File: config.mk
export PLATFORM = sky130hd
export DESIGN_NAME = div_unit_flat
export DESIGN_NICKNAME = d
export VERILOG_FILES = /design/src/rtl/div_unit_pkg.sv /design/src/rtl/div_unit_if.sv /design/src/rtl/div_unit_step.sv /design/src/rtl/div_unit.sv /design/src/flat_wrapper.sv
export SDC_FILE = /design/constraint.sdc
export NUM_CORES = 1
export LEC_CHECK = 0
export CAP_MARGIN = 25
export CORE_MARGIN = 5
export CORE_UTILIZATION = 35
export DETAILED_ROUTE_END_ITERATION = 16
export SYNTH_ARGS = -nofsm -noshare
export SYNTH_HDL_FRONTEND = slang
export SYNTH_HIERARCHICAL = 1
export SYNTH_SLANG_ARGS = --single-unit
File: constraint.sdc
create_clock -name clk -period 2.8 [get_ports clk]
set_input_delay 0.56 -clock clk [delete_from_list [all_inputs] [get_ports clk]]
set_output_delay 0.56 -clock clk [all_outputs]
set_load 0.05 [all_outputs]
File: src/rtl/div_unit_pkg.sv
// Shared definitions for the iterative divider: bus widths, FSM encoding,
// handshake levels and operand helpers.
package div_unit_pkg;

    localparam int RegBusW       = 32;
    localparam int DoubleRegBusW = 64;
    localparam int WorkW         = DoubleRegBusW + 1;
    localparam int CntW          = 6;

    localparam logic [CntW-1:0] CntDone = 6'd32;

    typedef logic [RegBusW-1:0]       reg_bus_t;
    typedef logic [DoubleRegBusW-1:0] double_reg_bus_t;
    typedef logic [WorkW-1:0]         work_t;

    typedef enum logic [1:0] {
        DivFree   = 2'b00,
        DivByZero = 2'b01,
        DivOn     = 2'b10,
        DivEnd    = 2'b11
    } div_state_e;

    localparam logic DivResultReady    = 1'b1;
    localparam logic DivResultNotReady = 1'b0;
    localparam logic DivStart          = 1'b1;
    localparam logic DivStop           = 1'b0;

    function automatic reg_bus_t negate(input reg_bus_t x);
        return ~x + 1'b1;
    endfunction

    // Signed operands are iterated on as magnitudes; the sign is restored at the end.
    function automatic reg_bus_t abs_operand(input reg_bus_t x, input logic is_signed);
        return (is_signed && x[RegBusW-1]) ? negate(x) : x;
    endfunction

endpackage

File: src/rtl/div_unit_if.sv
// Execute-stage <-> divider connection. Execute (master) holds start_i high
// until it sees ready_o; the divider (slave) keeps ready_o/result_o stable
// for as long as start_i stays high, and drops both the edge after start_i falls.
interface div_unit_if;
    import div_unit_pkg::*;

    logic            signed_div_i;
    reg_bus_t        opdata1_i;
    reg_bus_t        opdata2_i;
    logic            start_i;
    logic            annul_i;
    double_reg_bus_t result_o;
    logic            ready_o;
    div_state_e      dbg_state_o;

    modport master (
        output signed_div_i, opdata1_i, opdata2_i, start_i, annul_i,
        input  result_o, ready_o, dbg_state_o
    );

    modport slave (
        input  signed_div_i, opdata1_i, opdata2_i, start_i, annul_i,
        output result_o, ready_o, dbg_state_o
    );

endinterface

File: src/rtl/div_unit_step.sv
// One restoring-division step: trial-subtract the divisor from the upper half
// of the working value and shift in the resulting quotient bit.
module div_unit_step
    import div_unit_pkg::*;
(
    input  work_t    w_i,
    input  reg_bus_t divisor_i,
    output work_t    w_o
);

    logic [RegBusW:0] diff;
    logic             unused_w_msb;

    assign diff         = {1'b0, w_i[63:32]} - {1'b0, divisor_i};
    // The top bit is shifted out by every step and never feeds the next one.
    assign unused_w_msb = w_i[64];

    always_comb begin
        if (diff[RegBusW]) begin
            w_o = {w_i[63:0], 1'b0};
        end else begin
            w_o = {diff[31:0], w_i[31:0], 1'b1};
        end
    end

endmodule

File: src/rtl/div_unit.sv
// Multi-cycle 32-bit signed/unsigned divider, one quotient bit per cycle.
// Result is {remainder, quotient}; divide-by-zero yields all zeros.
module div_unit
    import div_unit_pkg::*;
(
    input  logic      clk,
    input  logic      rst,
    div_unit_if.slave div
);

    div_state_e      state_q, state_d;
    logic [CntW-1:0] cnt_q, cnt_d;
    work_t           w_q, w_d;
    reg_bus_t        divisor_q, divisor_d;
    logic            neg_quot_q, neg_quot_d;
    logic            neg_rem_q, neg_rem_d;
    double_reg_bus_t result_q, result_d;
    logic            ready_q, ready_d;

    work_t    w_step;
    reg_bus_t quot_raw;
    reg_bus_t rem_raw;
    logic     accept;
    logic     abort;
    logic     unused_w_gap;

    div_unit_step u_step (
        .w_i       (w_q),
        .divisor_i (divisor_q),
        .w_o       (w_step)
    );

    assign quot_raw     = w_q[31:0];
    assign rem_raw      = w_q[64:33];
    // Bit 32 only carries the last shifted-in zero between the two halves.
    assign unused_w_gap = w_q[32];

    assign accept = (div.start_i == DivStart) && !div.annul_i;
    assign abort  = div.annul_i || (div.start_i == DivStop);

    always_ff @(posedge clk) begin
        if (rst) begin
            state_q    <= DivFree;
            cnt_q      <= '0;
            w_q        <= '0;
            divisor_q  <= '0;
            neg_quot_q <= 1'b0;
            neg_rem_q  <= 1'b0;
            result_q   <= '0;
            ready_q    <= DivResultNotReady;
        end else begin
            state_q    <= state_d;
            cnt_q      <= cnt_d;
            w_q        <= w_d;
            divisor_q  <= divisor_d;
            neg_quot_q <= neg_quot_d;
            neg_rem_q  <= neg_rem_d;
            result_q   <= result_d;
            ready_q    <= ready_d;
        end
    end

    always_comb begin
        state_d = state_q;
        case (state_q)
            DivFree: begin
                if (accept) begin
                    state_d = (div.opdata2_i == '0) ? DivByZero : DivOn;
                end
            end
            DivByZero: state_d = DivEnd;
            DivOn: begin
                if (abort) begin
                    state_d = DivFree;
                end else if (cnt_q == CntDone) begin
                    state_d = DivEnd;
                end
            end
            DivEnd: begin
                if (div.start_i == DivStop) begin
                    state_d = DivFree;
                end
            end
            default: state_d = DivFree;
        endcase
    end

    always_comb begin
        cnt_d      = cnt_q;
        w_d        = w_q;
        divisor_d  = divisor_q;
        neg_quot_d = neg_quot_q;
        neg_rem_d  = neg_rem_q;
        result_d   = result_q;
        ready_d    = ready_q;
        case (state_q)
            DivFree: begin
                result_d = '0;
                ready_d  = DivResultNotReady;
                if (accept && (div.opdata2_i != '0)) begin
                    w_d        = {32'b0, abs_operand(div.opdata1_i, div.signed_div_i), 1'b0};
                    divisor_d  = abs_operand(div.opdata2_i, div.signed_div_i);
                    cnt_d      = '0;
                    neg_quot_d = div.signed_div_i && (div.opdata1_i[31] ^ div.opdata2_i[31]);
                    neg_rem_d  = div.signed_div_i && div.opdata1_i[31];
                end
            end
            DivByZero: begin
                w_d = '0;
            end
            DivOn: begin
                if (abort) begin
                    cnt_d   = '0;
                    ready_d = DivResultNotReady;
                end else if (cnt_q != CntDone) begin
                    w_d   = w_step;
                    cnt_d = cnt_q + 1'b1;
                end else begin
                    result_d = {neg_rem_q ? negate(rem_raw) : rem_raw,
                                neg_quot_q ? negate(quot_raw) : quot_raw};
                    ready_d  = DivResultReady;
                    cnt_d    = '0;
                end
            end
            DivEnd: begin
                if (div.start_i == DivStop) begin
                    result_d = '0;
                    ready_d  = DivResultNotReady;
                end else begin
                    ready_d  = DivResultReady;
                end
            end
            default: begin
                result_d = '0;
                ready_d  = DivResultNotReady;
            end
        endcase
    end

    assign div.result_o    = result_q;
    assign div.ready_o     = ready_q;
    assign div.dbg_state_o = state_q;

endmodule
File: src/flat_wrapper.sv
// flat-port wrapper written by rule: the top's interface ports become plain ports
module div_unit_flat import div_unit_pkg::*;
  (clk, rst, div_signed_div_i, div_opdata1_i, div_opdata2_i, div_start_i, div_annul_i, div_result_o, div_ready_o, div_dbg_state_o);
  div_unit_if div_i ();
  input  logic clk;
  input  logic rst;
  input wire logic [$bits(div_i.signed_div_i)-1:0] div_signed_div_i;
  input wire logic [$bits(div_i.opdata1_i)-1:0] div_opdata1_i;
  input wire logic [$bits(div_i.opdata2_i)-1:0] div_opdata2_i;
  input wire logic [$bits(div_i.start_i)-1:0] div_start_i;
  input wire logic [$bits(div_i.annul_i)-1:0] div_annul_i;
  output wire logic [$bits(div_i.result_o)-1:0] div_result_o;
  output wire logic [$bits(div_i.ready_o)-1:0] div_ready_o;
  output wire logic [$bits(div_i.dbg_state_o)-1:0] div_dbg_state_o;
  assign div_i.signed_div_i = div_signed_div_i;
  assign div_i.opdata1_i = div_opdata1_i;
  assign div_i.opdata2_i = div_opdata2_i;
  assign div_i.start_i = div_start_i;
  assign div_i.annul_i = div_annul_i;
  assign div_result_o = div_i.result_o;
  assign div_ready_o = div_i.ready_o;
  assign div_dbg_state_o = div_i.dbg_state_o;
  div_unit u_core (.clk(clk), .rst(rst), .div(div_i));
endmodule
==> results_dict.tcl <==
set metrics [dict create \
    avgViaCountPerCell 5.30 \
    synth_largest_area_cell "dfxtp_1" \
    ant_nets 0 \
    synth_most_common_cell "nand2_1" \
    die_height_um 193 \
    fin_area_sq_um 15800 \
    cts_tree "yes" \
    synth_cell_type_count 81 \
    worstReg2RegStart "u_core/w_q[36]$_SDFFE_PP0P_" \
    intPower_uw 7090 \
    clock_power_share 0.183 \
    crit_path_start_kind "flip-flop" \
    min_from "u_core/div.result_o[59]$_SDFFE_PP0P_" \
    grt_max_degree 82 \
    syn-cell-area_sq_um 11700 \
    rows 67 \
    die_x_um 193 \
    netlist_top_cells_area "dfxtp_1 29%, xnor2_1 6.2%, nand2_1 6.0%" \
    arrival_ns 3.12 \
    antennaDiodeCount 0 \
    grt_pass1_vias 11200 \
    status "finished, final reports clean" \
    finalSetupViolCount 0 \
    max-slew-margin-rel 0.509 \
    vias 12000 \
    synth_commonest_cells "186 x nand2_1, 172 x dfxtp_1, 152 x nor2_1" \
    grt_antenna_before_repair 0 \
    fin_crit_ns 2.79 \
    dp_hpwl_um 27900 \
    die_area_sq_um 37200 \
    drtIter0Drc 890 \
    worst_setup_path_end_kind "flip-flop" \
    fin_crit_sh 0.997 \
    core-area_sq_um 33300 \
    grt.overflow.total 0 \
    cap_violations 0 \
    yosys_warnings 6 \
    cts_buffer_depth 2 \
    synthArstFlopShare 0 \
    sw_frac_of_total 0.451 \
    syn_inst 1551 \
    initial_core_util 0.351 \
    syn_nets 1663 \
    drc 0 \
    vdd_drop_max_mv 0.493 \
    p_sw_uw 5830 \
    reg2reg_setup_slack_ns 0.008 \
    drive_gt1_frac 0.199 \
    critPathKind "reg2reg" \
    areaGrowthSynthToFinish_pct 35.2 \
    ys_seq_area_frac 0.294 \
    final-max-slew-violation-count 0 \
    clkSlewWorstSetupHoldPaths_ns 0.07 \
    finalWirelength_um 36600 \
    cts_sinks 172 \
    rsz0062_at_grt "true" \
    grt_pass1_wl_um 58400 \
    p_per_area_nw_per_um2 817 \
    synth_seq_cells 172 \
    yosys_most_used_dff "dfxtp_1" \
    gp_congestion 0.924 \
    dr.pass1.iters 5 \
    worstSetupStartpoint "u_core/w_q[36]$_SDFFE_PP0P_" \
    insertion_delay_ns 0.44 \
    place_area_sq_um 14600 \
    fin_skew_ns 0.0124 \
    pwr-share-seq 0.251 \
    final_hold_viol_count 0 \
    power.leakage_uw 0.00598 \
    cts_hold_buf 0 \
    wl_per_cell_um 16.2 \
    synth-edff-count 0 \
    synth_top_cell_area_share 0.294 \
    io_buffers 135 \
    cp.required_ns 3.13 \
    final_nets 1909 \
    clock-root-buffer "clkbuf_16" \
    total_power_uw 12900 \
    numCtsBuffers 17 \
    holdWs_ns 0.449 \
    fmax_ghz 0.358 \
    crit_fanout 7 \
    htreeDepth 4 \
    min_path_type "reg2reg" \
    grt_use_total 0.191 \
    comb_power_share 0.566 \
    tightest_slew_ns 0.736 \
    ioPinCount 136 \
    syn_area_per_cell_sq_um 7.54 \
]
kinds of logic after synthesis:
group,after synthesis,share of synthesized area
buffers and inverters,187,0.0764
and+or+nand+nor,563,0.225
AOI/OAI and AO/OA,442,0.248
DFF,172,0.294
adders and majority gates,43,0.0467
muxes,5,0.00481
xor gates and xnor gates,139,0.104
through the flow:
step / worst slack, ns / util / TNS, ns / instances
after floorplan: 0.0238 / - / 0 / 1551
after global placement: -0.154 / 0.440 / -9.61 / 2215
after detailed placement: -0.217 / 0.440 / -14.13 / 2215
after CTS: 0.00141 / 0.459 / 0 / 2247
after global routing: -0.116 / 0.475 / -1.69 / 2258
final: 0.00827 / 0.475 / 0 / 2258
final timing paths:
path,cells after the start,endpoint
worst max register to register,7,u_core/div.result_o[61]$_SDFFE_PP0P_
worst min register to register,2,u_core/div.result_o[59]$_SDFFE_PP0P_
worst max-delay path,7,u_core/div.result_o[61]$_SDFFE_PP0P_
worst min-delay path,2,u_core/div.result_o[59]$_SDFFE_PP0P_
area by class of cell:
class / count / area [sq um]
flip-flops and latches: 172 / 3460
well taps: 448 / 561
clock inverters: 14 / 149
multi-input cells: 1192 / 7840
clock buffers: 18 / 429
fillers: 3284 / 17500
inverters: 61 / 231
repair buffers: 353 / 3150
registers in the layout, summed over array words and instances (netlist names):
name and count:
u_core/w_q 65, u_core/div.result_o 64, u_core/divisor_q 32, u_core/cnt_q 6
u_core/div.dbg_state_o 2, u_core/div.ready_o 1, u_core/neg_quot_q 1, u_core/neg_rem_q 1
cells in the final DEF, fill, tap and decap left out, types with 10 or more instances in the layout:
| cell | count |
|---|---|
| nor4_1 | 12 |
| clkbuf_16 | 18 |
| a211oi_1 | 36 |
| nor2_1 | 146 |
| dfxtp_1 | 159 |
| nor3_1 | 52 |
| or3_1 | 10 |
| a21oi_1 | 104 |
| a221oi_1 | 12 |
| a21oi_2 | 25 |
| xnor2_1 | 83 |
| a31oi_1 | 20 |
| nand3_1 | 60 |
| ha_1 | 32 |
| dfxtp_2 | 13 |
| o21ai_1 | 11 |
| clkdlybuf4s50_1 | 134 |
| o21ai_0 | 81 |
| inv_1 | 58 |
| nand2b_1 | 12 |
| nand2_1 | 185 |
| buf_4 | 201 |
| a22o_1 | 20 |
| ha_4 | 10 |
| o31ai_1 | 27 |
| or4_1 | 12 |
| a22oi_1 | 19 |
| xor2_1 | 55 |
per-layer routing:
layer	share of wire	GRT usage	vias up
li1	-	-	6012
met1	0.50	0.287	5557
met2	0.43	0.283	350
met3	0.059	0.0295	44
met4	0.016	0.0491	0
met5	0	0	-
what timing repair did:
item / CTS / global route
buffers inserted: 0 / 12
cloned: 0 / 2
gates resized for setup: 14 / 101
endpoints found under the hold margin: 0 / 0
setup endpoints to repair: 26 / 37
pin swaps: 3 / 42
power by group through the flow:
| stage | Clock, uW | Combinational, uW | Sequential, uW |
|---|---|---|---|
| floorplan | 0 | 4580 | 3260 |
| global placement | 0 | 6530 | 3260 |
| detailed placement | 0 | 6580 | 3280 |
| CTS | 2430 | 6700 | 3220 |
| global route | 2520 | 7990 | 3300 |
| finish | 2360 | 7310 | 3250 |
worst max-delay path, cell delays in order, from the launching register on:
cell and delay (ns):
dfxtp_2 0.35, buf_4 0.17, or4_4 0.53, or4b_4 0.57, or4_4 0.54, o41ai_4 0.26
xor2_1 0.19, o21ai_1 0.07
Note: power is estimated with default switching activity, not from simulation.
